[src/rtl/execute_stage.sv]
// MIPS EX stage with EX/MEM pipeline register and an iterative signed MULT/DIV unit (HI/LO).
// The MULT/DIV unit is built only when EXEC_MULDIV_EN is defined; otherwise HI/LO read as 0 and no stall occurs.
module execute_stage (
    input  logic        clk,
    input  logic        rst,
    input  logic        inValid,
    input  logic [1:0]  inWB,
    input  logic [2:0]  inMEM,
    input  logic [3:0]  inALUCtl,
    input  logic        inALUSrc,
    input  logic        inRegDst,
    input  logic [31:0] inPC,
    input  logic [31:0] inRegA,
    input  logic [31:0] inRegB,
    input  logic [31:0] inImm,
    input  logic [4:0]  inRt,
    input  logic [4:0]  inRd,
    input  logic        Debug_on,
    output logic [1:0]  outWB,
    output logic [2:0]  outMEM,
    output logic [31:0] outPCJump,
    output logic [31:0] outALUResult,
    output logic        outALUZero,
    output logic [31:0] outRegB,
    output logic [4:0]  outRegF_wreg,
    output logic        outStall
);
    logic [31:0] op_b, alu_res, diff, hi, lo;
    logic [4:0]  shamt;
    logic        is_md, bubble, stall;

    assign op_b   = inALUSrc ? inImm : inRegB;
    assign shamt  = inImm[10:6];
    assign diff   = inRegA - op_b;
    assign is_md  = (inALUCtl == 4'hC) || (inALUCtl == 4'hD);
    assign bubble = !inValid || is_md || stall;

    always_comb begin
        alu_res = '0;
        case (inALUCtl)
            4'h0: alu_res = inRegA & op_b;
            4'h1: alu_res = inRegA | op_b;
            4'h2: alu_res = inRegA + op_b;
            4'h3: alu_res = inRegA ^ op_b;
            4'h4: alu_res = ~(inRegA | op_b);
            4'h6: alu_res = diff;
            4'h7: alu_res = {31'b0, $signed(inRegA) < $signed(op_b)};
            4'h8: alu_res = op_b << shamt;
            4'h9: alu_res = op_b >> shamt;
            4'hA: alu_res = $signed(op_b) >>> shamt;
            4'hB: alu_res = {op_b[15:0], 16'b0};
            4'hE: alu_res = hi;
            4'hF: alu_res = lo;
            default: alu_res = '0;
        endcase
    end

    always_ff @(posedge clk) begin
        if (rst || (!Debug_on && bubble)) begin
            outWB        <= '0;
            outMEM       <= '0;
            outPCJump    <= '0;
            outALUResult <= '0;
            outALUZero   <= 1'b0;
            outRegB      <= '0;
            outRegF_wreg <= '0;
        end else if (!Debug_on) begin
            outWB        <= inWB;
            outMEM       <= inMEM;
            outPCJump    <= inPC + {inImm[29:0], 2'b00};
            outALUResult <= alu_res;
            outALUZero   <= (diff == 32'd0);
            outRegB      <= inRegB;
            outRegF_wreg <= inRegDst ? inRd : inRt;
        end
    end

    assign outStall = stall;

`ifdef EXEC_MULDIV_EN
    typedef enum logic [1:0] {IDLE, MUL, DIV} md_state_t;

    md_state_t   state;
    logic [4:0]  count;
    logic [63:0] work, work_nxt, prod;
    logic [31:0] mag_a, mag_b_in, mag_b, dividend, rem_diff;
    logic [32:0] mul_sum, rem_sh;
    logic        neg_q, neg_r;

    // Work on magnitudes; signs are restored when the last step lands in HI/LO.
    assign mag_a    = inRegA[31] ? -inRegA : inRegA;
    assign mag_b_in = op_b[31] ? -op_b : op_b;
    assign stall    = (state != IDLE);

    // MUL: shift-add, multiplier in work[31:0]. DIV: restoring, remainder work[63:32], quotient work[31:0].
    always_comb begin
        mul_sum  = {1'b0, work[63:32]} + (work[0] ? {1'b0, mag_b} : 33'd0);
        rem_sh   = {work[63:32], work[31]};
        rem_diff = rem_sh[31:0] - mag_b;
        if (state == MUL)
            work_nxt = {mul_sum, work[31:1]};
        else if (rem_sh >= {1'b0, mag_b})
            work_nxt = {rem_diff, work[30:0], 1'b1};
        else
            work_nxt = {rem_sh[31:0], work[30:0], 1'b0};
        prod = neg_q ? -work_nxt : work_nxt;
    end

    always_ff @(posedge clk) begin
        if (rst) begin
            state    <= IDLE;
            count    <= '0;
            work     <= '0;
            mag_b    <= '0;
            dividend <= '0;
            neg_q    <= 1'b0;
            neg_r    <= 1'b0;
            hi       <= '0;
            lo       <= '0;
        end else if (!Debug_on) begin
            if (state == IDLE) begin
                if (inValid && is_md) begin
                    state    <= (inALUCtl == 4'hC) ? MUL : DIV;
                    count    <= '0;
                    work     <= {32'b0, mag_a};
                    mag_b    <= mag_b_in;
                    dividend <= inRegA;
                    neg_q    <= inRegA[31] ^ op_b[31];
                    neg_r    <= inRegA[31];
                end
            end else begin
                work  <= work_nxt;
                count <= count + 5'd1;
                if (count == 5'd31) begin
                    state <= IDLE;
                    if (state == MUL) begin
                        hi <= prod[63:32];
                        lo <= prod[31:0];
                    end else if (mag_b == 32'd0) begin
                        hi <= dividend;
                        lo <= 32'hFFFF_FFFF;
                    end else begin
                        hi <= neg_r ? -work_nxt[63:32] : work_nxt[63:32];
                        lo <= neg_q ? -work_nxt[31:0] : work_nxt[31:0];
                    end
                end
            end
        end
    end
`else
    assign hi    = '0;
    assign lo    = '0;
    assign stall = 1'b0;
`endif
endmodule

[config.mk]
export PLATFORM = sky130hd
export DESIGN_NAME = execute_stage
export DESIGN_NICKNAME = d
export VERILOG_FILES = /design/src/rtl/execute_stage.sv
export SDC_FILE = /design/constraint.sdc
export NUM_CORES = 1
export LEC_CHECK = 0
export BUFFER_PORTS_ARGS = -buffer_cell sky130_fd_sc_hd__buf_2
export CAP_MARGIN = 40
export CORE_MARGIN = 3
export CORE_UTILIZATION = 40
export DETAILED_ROUTE_END_ITERATION = 7
export GPL_ROUTABILITY_DRIVEN = 0
export PLACE_DENSITY = 0.6
export SLEW_MARGIN = 20
export SYNTH_ARGS = -nofsm -noshare
export SYNTH_HDL_FRONTEND = slang
export SYNTH_SLANG_ARGS = --single-unit
[constraint.sdc]
create_clock -name clk -period 4.1 [get_ports clk]
set_input_delay 0.41 -clock clk [delete_from_list [all_inputs] [get_ports clk]]
set_output_delay 0.41 -clock clk [all_outputs]
set_load 0.02 [all_outputs]
* After elaboration in Yosys (flattened, before gate mapping)
Index checks and enable logic that the tools add are counted.
Word-level totals: register bits 107, bits of input ports 153, output and inout bits 108
Cells by class: add/sub/neg operators 3, magnitude comparators 1, equality and inequality tests 12, shift operators 3, muxes and demuxes 3, bitwise operators 4, reductions and logical operators 8
Operators with widths (number):
- $pmux 32 s11 | 1
- $add 32x32->32 | 2
- $and 32x32->32 | 1
- $logic_not 32->1 | 1
- $lt 32x32->1 | 1
- $mux 32 | 1
- $not 32->32 | 1
- $or 32x32->32 | 1
- $shl 32x5->32 | 1
- $shr 32x5->32 | 1
- $sshr 32x5->32 | 1
- $sub 32x32->32 | 1
- $xor 32x32->32 | 1
- $eq 4x4->1 const B | 6
- $eq 4x3->1 const B | 3
- $eq 4x2->1 const B | 2
- $mux 5 | 1
- $eq 4x1->1 const B | 1
- $logic_not 4->1 | 1
- $logic_or 1x1->1 | 3
- $logic_not 1->1 | 2
- $logic_and 1x1->1 | 1

* Depth between registers and ports, before layout
word-level depth 5, depth in mapped cells 17

* Least setup slack after synthesis
No wires, ideal clock.
path kind input port to flip-flop, start point input port inALUSrc, end point register outALUZero, library setup time 0.060 ns, data arrival time 3.893 ns, required time 4.040 ns, slack 0.147 ns, stages on the path 16, cells stage by stage buf_6 -> buf_2 -> mux2i_1 -> inv_1 -> ha_1 -> fa_1 -> or3_1 -> a311o_1 -> a21oi_2 -> o311ai_1 -> and3_1 -> nor4_2 -> nand4bb_1 -> nor4_1 -> nand4_1 -> nand2_1
Between the ends: longest elaborated chain between the ends 3
RTL lines:
- start: declaration | line 10 | input logic inALUSrc,
- $mux 32 | line 32 | assign op_b = inALUSrc ? inImm : inRegB;
- $sub 32x32->32 | line 34 | assign diff = inRegA - op_b;
- $logic_not 32->1 | line 72 | outALUZero <= (diff == 32'd0);
- end signal: assignment | line 72
- end: declaration | line 23 | output logic outALUZero,
No other way between the ends. A chain may end at the register's enable or synchronous reset.

* Final worst setup path
Ends and elaborated chain as after synthesis.

==> results_dict.tcl <==
set metrics [dict create \
    leakage_nw 8.848 \
    hold_violations 0 \
    yosysSeqAreaShare_pct 13.82 \
    crit_path_end_kind "flop" \
    syn_area_per_cell_um2 7.266 \
    die_h_um 202.8 \
    finalSetupTns_ns 0 \
    yosysMostFrequentCell "nor2_1" \
    slew-limit-headroom_pct 42.32 \
    ys_types 104 \
    synthSimpleGateAreaFrac_pct 20.46 \
    dpl_cell_area_um2 18560 \
    globalRouteOverflowTotal 0 \
    run_status "complete, but fails checks" \
    grtUsageTotal_pct 32.63 \
    synth_top_family_by_area "compound AO/OA/AOI/OAI gates" \
    critPathRequiredTime_ns 4.44 \
    synth_xor_xnor_area_share_pct 2.430 \
    ys_seq_elements 107 \
    ys_top_cells_by_area "dfxtp_1 14%, ha_1 10%, mux2i_1 9.6%" \
    cts_buffers 9 \
    setup.worst_path.start_class "input pin" \
    tritoncts "built" \
    clock-sinks 107 \
    grt_start_max_net_pins 76 \
    drc 1 \
    cp_max_fo 9 \
    synthTopCellsByCount "255 x nor2_1, 201 x nand2_1, 188 x a21oi_1" \
    antenna_found_initial 3 \
    clk_pin_slew_ns 0.09 \
    arrival_ns 4.28 \
    grt_pass1_vias 17600 \
    fin_crit_sh_pct 96.26 \
    synth-edff-count 0 \
    synth-compound-area-share_pct 29.69 \
    antenna_left 0 \
    max_cap_viol_count 0 \
    critPathKind "input pin to flop" \
    placement_rows 71 \
    core_area_um2 37930 \
    yosysTopAreaCellShare_pct 13.82 \
    synth_fa_ha_area_share_pct 10.56 \
    slew_viol_final 0 \
    detail_route.first_pass.iterations 8 \
    period_needed_ns 3.947 \
    synth_flop_cell "dfxtp_1" \
    worstMarginPinSlew_ns 0.8653 \
    min_path_type "input pin to flop" \
    drive_above_1_share_pct 24.54 \
    setup_viol 0 \
    power_density_nw_per_um2 258.5 \
    failed_checks "DRC" \
    cts_max_level 3 \
    cts_root_buf "clkbuf_16" \
    async_flop_share_pct 0 \
    skew_ns 0 \
    wl_per_cell_um 23.56 \
    grt_pass1_wl_um 104600 \
    finalWirelength_um 70670 \
    ys.warnings.count 0 \
    die_x_um 202.8 \
    postCtsSetupBuffers 0 \
    syn_to_final_growth_pct 22.23 \
    worst_skew_pair.late_latency_ns 0.40 \
    yosysTopAreaCell "dfxtp_1" \
    post-dp-hpwl_um 56820 \
    netlist_area_um2 15500 \
    rsz0062_at_grt "false" \
    vias 18760 \
    synthesis.nets 2415 \
    muxShareOfSynthArea_pct 16.16 \
    clk_path_buf_depth 2 \
    start_util_pct 40.86 \
    io_pins 261 \
    first_iter_violations 2349 \
    fin_nets 2763 \
    portBuffers 259 \
    fmaxAchievable_ghz 0.2534 \
    ir_worst_vdd_mv 0.2923 \
    final_area_um2 18940 \
    netlist_instances 2133 \
    routed_via_density 6.254 \
    die_area_um2 41140 \
]
-- through the flow --
| step | setup slack, ns | utilization, % | hold WS, ns | power, W | cells |
|---|---|---|---|---|---|
| global route | 0.02871 | 49.92 | 0.2615 | 0.005128 | 2997 |
| finish | 0.1534 | 49.94 | 0.2436 | 0.004898 | 3000 |
| floorplan | 0.1471 | - | 0.5162 | 0.002768 | 2133 |
| global placement | -0.2094 | 48.84 | 0.4301 | 0.003748 | 2978 |
| CTS | 0.1253 | 49.80 | 0.2301 | 0.004814 | 2997 |
| detailed placement | -0.2593 | 48.92 | 0.4445 | 0.003772 | 2981 |
-- kinds of logic after synthesis --
group / Yosys count
and+or+nand+nor: 692
AOI/OAI and AO/OA: 691
buffers and inverters: 259
muxes: 211
adders and majority gates: 129
DFF: 107
xor gates and xnor gates: 43
other: 1
-- area by class of cell --
type / count / area, um2
sequential: 107 / 2142
clock inverter: 7 / 110.1
multi-input combinational: 1767 / 12360
antenna: 3 / 7.507
fill: 3802 / 18990
tap: 511 / 639.4
clock buffer: 9 / 225.2
inverter: 111 / 416.7
timing repair buffer: 485 / 3044
-- path summary, 6_finish.rpt --
path	from	slack [ns]	cells past startpoint	endpoint
hold reg to reg	outALUZero	0.45	2	outALUZero
setup reg to reg	outALUResult[22]	2.10	4	outALUResult[22]
hold / removal	inMEM[1]	0.24	3	outMEM[1]
setup / recovery	inALUSrc	0.15	15	outALUZero
-- where the power goes --
part / internal, W / switching, W / total (W)
clock network: 0.000505 / 0.000526 / 0.00103
registers: 0.00110 / 0.0000353 / 0.00113
logic: 0.00108 / 0.00165 / 0.00274
total: 0.00268 / 0.00221 / 0.00490
-- sequential cells by signal (all words and copies together) (netlist names) --
name,cells
outALUZero,1
outMEM,3
outALUResult,32
outRegF_wreg,5
outPCJump,32
outRegB,32
outWB,2
-- critical path, stage by stage --
cell and delay [ns]:
buf_2 0.19, buf_4 0.22, mux2i_1 0.29, inv_1 0.12, fa_1 0.42, or3_1 0.39
a311o_1 0.38, a21oi_2 0.24, a211oi_1 0.11, nor4b_2 0.34, nand4_1 0.23, nand4bb_2 0.36
nor4_4 0.37, nand4_1 0.13, nand2_1 0.09
-- layer usage --
layer / track usage, % / up-vias / routed length, um
li1: - / 8560 / -
met1: 42.57 / 8722 / 28230
met2: 49.02 / 1236 / 29400
met3: 10.53 / 238 / 9202
met4: 14.90 / 6 / 3796
met5: 0 / - / 40
-- placed cells by master, fill, tap and decap left out, types with 17 or more instances in the layout --
master	synthesis	routed
a211oi_1	42	42
a21o_1	47	47
a21oi_1	188	188
a221oi_1	40	40
a31oi_1	18	18
buf_2	33	258
buf_4	3	222
dfxtp_1	107	107
ha_1	126	126
inv_1	105	105
mux2_2	32	32
mux2i_1	148	147
mux4_2	27	27
nand2_1	201	201
nand3_1	45	45
nor2_1	255	255
nor2b_1	29	28
nor3_1	40	40
nor4_1	20	17
o211ai_1	25	25
o21ai_0	149	149
xnor2_1	29	29
-- timing repair --
item / in CTS / in global routing
endpoints found under the setup margin: 0 / 3
hold buffers: 0 / 0
gates resized for setup: 0 / 7
endpoints found under the hold margin: 0 / 0
Power figures use the tool's default switching activity.
